### src/rtl/ysyx_040066_if_stage.sv
// Instruction fetch stage: single-outstanding requests on a 64-bit instruction
// bus, with a 2-entry (pc, instr, err) queue feeding decode under its stall.
module ysyx_040066_if_stage #(
   parameter logic [63:0] RESET_PC  = 64'h0000_0000_8000_0000,
   parameter logic [31:0] NOP_INSTR = 32'h0000_0013
) (
   input  logic        clk,
   input  logic        rst,
   input  logic        block,
   input  logic        jmp,
   input  logic [63:0] jmp_pc,
   output logic        imem_req_valid,
   output logic [63:0] imem_req_addr,
   input  logic        imem_req_ready,
   input  logic        imem_resp_valid,
   input  logic [63:0] imem_resp_data,
   input  logic        imem_resp_error,
   output logic        valid_out,
   output logic [63:0] pc_out,
   output logic [31:0] instr_out,
   output logic        instr_error_out
);

   typedef enum logic [1:0] {S_IDLE, S_REQ, S_WAIT, S_DROP} state_e;

   state_e      state_q, state_d;
   logic [63:0] fetch_pc_q, fetch_pc_d;
   logic [63:0] req_pc_q, req_pc_d;
   logic        drop_q, drop_d;

   logic [63:0] q_pc_q    [2];
   logic [31:0] q_instr_q [2];
   logic        q_err_q   [2];
   logic        rd_ptr_q, wr_ptr_q;
   logic [1:0]  count_q;

   logic [31:0] instr_q;
   logic        instr_err_q;

   logic        issue, pop, push;
   logic [63:0] push_pc;
   logic [31:0] push_instr;
   logic        push_err;
   logic [31:0] resp_word;

   assign resp_word       = req_pc_q[2] ? imem_resp_data[63:32] : imem_resp_data[31:0];
   assign valid_out       = (count_q != 2'd0) && !jmp;
   assign pc_out          = (count_q != 2'd0) ? q_pc_q[rd_ptr_q] : 64'd0;
   assign pop             = valid_out && !block;
   assign issue           = (state_q == S_IDLE) && (count_q < 2'd2) && !jmp;
   assign instr_out       = instr_q;
   assign instr_error_out = instr_err_q;

   always_ff @(posedge clk) begin
      if (rst) begin
         state_q    <= S_IDLE;
         fetch_pc_q <= RESET_PC;
         drop_q     <= 1'b0;
      end else begin
         state_q    <= state_d;
         fetch_pc_q <= fetch_pc_d;
         drop_q     <= drop_d;
      end
      req_pc_q <= req_pc_d;
   end

   always_comb begin
      state_d    = state_q;
      fetch_pc_d = fetch_pc_q;
      req_pc_d   = req_pc_q;
      drop_d     = drop_q;
      push       = 1'b0;
      push_pc    = req_pc_q;
      push_instr = resp_word;
      push_err   = imem_resp_error;
      unique case (state_q)
         S_IDLE: begin
            if (issue) begin
               if (fetch_pc_q[1:0] == 2'b00) begin
                  state_d  = S_REQ;
                  req_pc_d = fetch_pc_q;
               end else begin
                  // Misaligned fetch never reaches the bus; it becomes a faulting NOP.
                  push       = 1'b1;
                  push_pc    = fetch_pc_q;
                  push_instr = NOP_INSTR;
                  push_err   = 1'b1;
                  fetch_pc_d = fetch_pc_q + 64'd4;
               end
            end
         end
         S_REQ: begin
            if (imem_req_ready) begin
               state_d = (jmp || drop_q) ? S_DROP : S_WAIT;
               drop_d  = 1'b0;
               if (!drop_q) fetch_pc_d = req_pc_q + 64'd4;
            end else if (jmp) begin
               drop_d = 1'b1;
            end
         end
         S_WAIT: begin
            if (imem_resp_valid) begin
               state_d = S_IDLE;
               push    = !jmp;
            end else if (jmp) begin
               state_d = S_DROP;
            end
         end
         S_DROP: begin
            if (imem_resp_valid) state_d = S_IDLE;
         end
         default: state_d = S_IDLE;
      endcase
      // A redirect overrides every other fetch-pc update, including a pending drop.
      if (jmp) fetch_pc_d = jmp_pc;
   end

   always_comb begin
      imem_req_valid = (state_q == S_REQ);
      imem_req_addr  = {req_pc_q[63:3], 3'b000};
   end

   always_ff @(posedge clk) begin
      if (rst || jmp) begin
         count_q  <= 2'd0;
         rd_ptr_q <= 1'b0;
         wr_ptr_q <= 1'b0;
      end else begin
         if (pop)  rd_ptr_q <= ~rd_ptr_q;
         if (push) wr_ptr_q <= ~wr_ptr_q;
         count_q <= count_q + {1'b0, push} - {1'b0, pop};
      end
   end

   always_ff @(posedge clk) begin
      if (push) begin
         q_pc_q[wr_ptr_q]    <= push_pc;
         q_instr_q[wr_ptr_q] <= push_instr;
         q_err_q[wr_ptr_q]   <= push_err;
      end
   end

   always_ff @(posedge clk) begin
      if (rst) begin
         instr_q     <= NOP_INSTR;
         instr_err_q <= 1'b0;
      end else if (pop) begin
         instr_q     <= q_instr_q[rd_ptr_q];
         instr_err_q <= q_err_q[rd_ptr_q];
      end
   end

endmodule

### config.mk
export PLATFORM = sky130hd
export DESIGN_NAME = ysyx_040066_if_stage
export DESIGN_NICKNAME = d
export VERILOG_FILES = /design/src/rtl/ysyx_040066_if_stage.sv
export SDC_FILE = /design/constraint.sdc
export NUM_CORES = 1
export LEC_CHECK = 0
export ABC_AREA = 0
export ABC_CLOCK_PERIOD_IN_PS = 11690
export CORE_MARGIN = 8
export CORE_UTILIZATION = 58
export CTS_CLUSTER_SIZE = 28
export DETAILED_ROUTE_END_ITERATION = 7
export PLACE_DENSITY_LB_ADDON = 0.12
export SLEW_MARGIN = 25
export SYNTH_ARGS = -nofsm -noshare
export SYNTH_HDL_FRONTEND = slang
export SYNTH_SLANG_ARGS = --single-unit
### constraint.sdc
create_clock -name clk -period 11.69 [get_ports clk]
set_input_delay 2.338 -clock clk [delete_from_list [all_inputs] [get_ports clk]]
set_output_delay 2.338 -clock clk [all_outputs]
set_load 0.03 [all_outputs]
==> impl_metrics.toml <==
[cts]
clk_latency_ns = 0.52
clk_pin_slew_ns = 0.06
cts_max_path_buffers = 3
numCtsBuffers = 38
cts.sink_count = 363
cts_setup_buffers = 0
ctsResizeCount = 0
clk_root_buffer_cell = "clkbuf_16"
cts_tree = "yes"
ctsHoldBuffers = 0
htree_levels = 2

[placement]
dp_hpwl_um = 35780
io_buffers = 294
place.gp.congestion = 0.8792
pre_cts_ws_ns = 5.118
dp.cells = 2237

[finish]
num_antenna_cells = 0
final_cells = 2306
layout-drive-gt1-share = 0.1029
multiInputGateArea_um2 = 7629
area.growth.synth_to_final_pct = 22.24
n_fill_cell = 2248
regArea_um2 = 9857
num-nets-final = 2012

[floorplan]
start_util = 0.5865
core_um2 = 31390
die_h_um = 194.2
fp.dieW_um = 194.2
design.die.area_um2 = 37700
rows = 65
ios = 298

[global_route]
antenna_found_initial = 3
grt_use_met3 = 0.07671
grt-ovfl-total = 0
grt_pass1_vias = 14344
grt_use_met2 = 0.4263
top_usage_layer = "met2"
grt_max_degree = 66
grt_pass1_wl_um = 82810
grt_use_met1 = 0.3598
grt.total_usage = 0.2731

[synthesis]
yosys.area.top_type = "edfxtp_1"
synth_common_cells = "edfxtp_1 (258), nor2_1 (204), mux2i_1 (197)"
synthTopCellsByArea = "edfxtp_1 (42%), dfxtp_1 (11%), mux2i_1 (11%), mux2_2 (4.5%), nor2_1 (4.2%)"
synth_cell_type_count = 80
synth_edf_count = 258
synth.yosys.seq_area_share = 0.5349
syn_area_um2 = 18410
synth_ff_type = "edfxtp_1"
syn_avg_cell_area_um2 = 10.93
synth_most_common_cell = "edfxtp_1"
async_flop_share = 0
ys_warn_count = 0
netlist.area_leader.share = 0.4208
synth_cells = 1685
ys_ff_latch = 363

[critical_path]
cp_max_fo = 50
cp-start-kind = "input port"
r2r_start = "state_q[1]"
critPathArrivalTime_ns = 6.24
required_ns = 11.83
cp-end-kind = "flip-flop"
crit_type = "in2reg"
rr_endpoint = "fetch_pc_q[62]"
ff2ff_path_depth = 8
regToRegSetupSlack_ns = 6.95

[route]
drtIter0Drc = 1654
wire_per_inst_um = 23.20
antenna_left = 0
drt_first_pass_iters = 7
vias = 14413
drt_wl_total_um = 53510
vias_per_cell = 6.250
post-route-drc-count = 0

[sta]
finalHoldViolations = 0
fmax_ghz = 0.1639
fin_crit_ns = 6.100
skew_ns = 0.01622
rsz0062_at_grt = "false"
slew_headroom = 0.3228
tns_ns = 0
period_share = 0.5219
setup_violations = 0
setup_ws_ns = 5.590
slew_viol_final = 0
tightest_slew_ns = 1.016

[power_and_ir_drop]
p_leak_nw = 7.682
power_density_nw_per_um2 = 151.6
ir_worst_vdd_mv = 0.1001

[outcome]
status = "completed"

[flow_run]
cap_violations = 0

[worst_hold_path]
min_from = "instr_out[4]"
min_path_cells = 1
holdPathEnd = "instr_out[4]"
worstHoldPathType = "reg2reg"
[area by class of cell]
class | count | area share
well taps | 402 | 0.02235
clock inverters | 14 | 0.008227
clock buffers | 55 | 0.04959
flip-flops and latches | 363 | 0.4379
multi-input cells | 1131 | 0.3389
repair buffers | 322 | 0.1398
inverters | 19 | 0.003224
[metrics by stage]
stage / cell area (µm²) / hold WS, ns / util / total power (W)
6_report: 22510 / 0.4655 / 0.7170 / 0.003412
5_1_grt: 22510 / 0.4917 / 0.7170 / 0.003517
4_1_cts: 22510 / 0.4700 / 0.7169 / 0.003416
3_5_place_dp: 21200 / 0.4568 / 0.6754 / 0.002178
3_3_place_gp: 21200 / 0.4489 / 0.6752 / 0.002156
2_1_floorplan: 18420 / 0.4427 / - / 0.001976
[critical path, cell delays in order]
cell and delay [ns]:
buf_2 0.11, buf_4 0.27, buf_4 0.36, nor2_1 0.23, nand2_1 0.19, nor2_4 0.81, a31oi_1 0.37, nor2b_4 0.77
buf_4 0.69
[report_power, final]
group	internal, W	switching, W
sequential	0.00149	0.0000862
combinational	0.000236	0.000354
clock	0.000754	0.000495
[worst max path at each step]
stage	start	end	slack [ns]	depth (start not counted)
2_1_floorplan	jmp	q_err_q[1]	3.92	5
3_3_place_gp	jmp	q_pc_q[1][13]	5.24	9
3_5_place_dp	jmp	q_pc_q[1][13]	5.12	9
4_1_cts	jmp	q_pc_q[1][16]	5.65	9
5_1_grt	jmp	q_pc_q[1][16]	5.36	9
6_report	jmp	q_pc_q[1][16]	5.59	9
[flip-flops by register name (all words and copies together) (netlist names), named ones only]
signal / count
count_q: 2
drop_q: 1
fetch_pc_q: 64
instr_error_out: 1
instr_out: 32
q_err_q: 2
q_instr_q: 64
q_pc_q: 128
rd_ptr_q: 1
req_pc_q: 64
state_q: 2
wr_ptr_q: 1
[cell families after synthesis]
logic type,count (synthesis),share of synthesized area
simple gates,555,0.1411
flops,363,0.5349
compound gates,274,0.1032
mux,270,0.1517
buf+inv,193,0.05470
xor+xnor,27,0.01284
fa+ha+maj,2,0.001359
other cells,1,0.0002037
[layer usage]
| metal | part of all wire | wire length (µm) |
|---|---|---|
| met1 | 0.41 | 21780 |
| met4 | 0.033 | 1780 |
| met2 | 0.46 | 24380 |
| met3 | 0.10 | 5527 |
| met5 | 0.00077 | 41 |
[cells in the final DEF (no fill, tap or decap), types with 5 or more instances in the layout]
cell type        count
o22ai_1              6
nand3_1             27
clkinv_2             5
a311oi_1             5
nor2_1             201
a221oi_1             7
buf_4               29
nor4_2               5
a21oi_1             65
and2_1               6
o211ai_1            11
nor4_1               9
edfxtp_1           258
o31ai_1             14
clkbuf_16           39
clkbuf_1             8
nor3_2               5
a31oi_1             14
mux2i_1            197
nor3_1              33
clkdlybuf4s50_1    292
a211oi_1            40
and4b_1              6
nand2_1            161
nand4_1             21
or3_1               15
a211o_1              6
xor2_1               8
o2111ai_1           12
clkbuf_8             8
and3_1              30
xnor2_1             19
dfxtp_1            103
a2111oi_0            9
o21ai_0             40
mux2_2              73
inv_1               17
No activity file was read; power rests on OpenSTA's default activity.
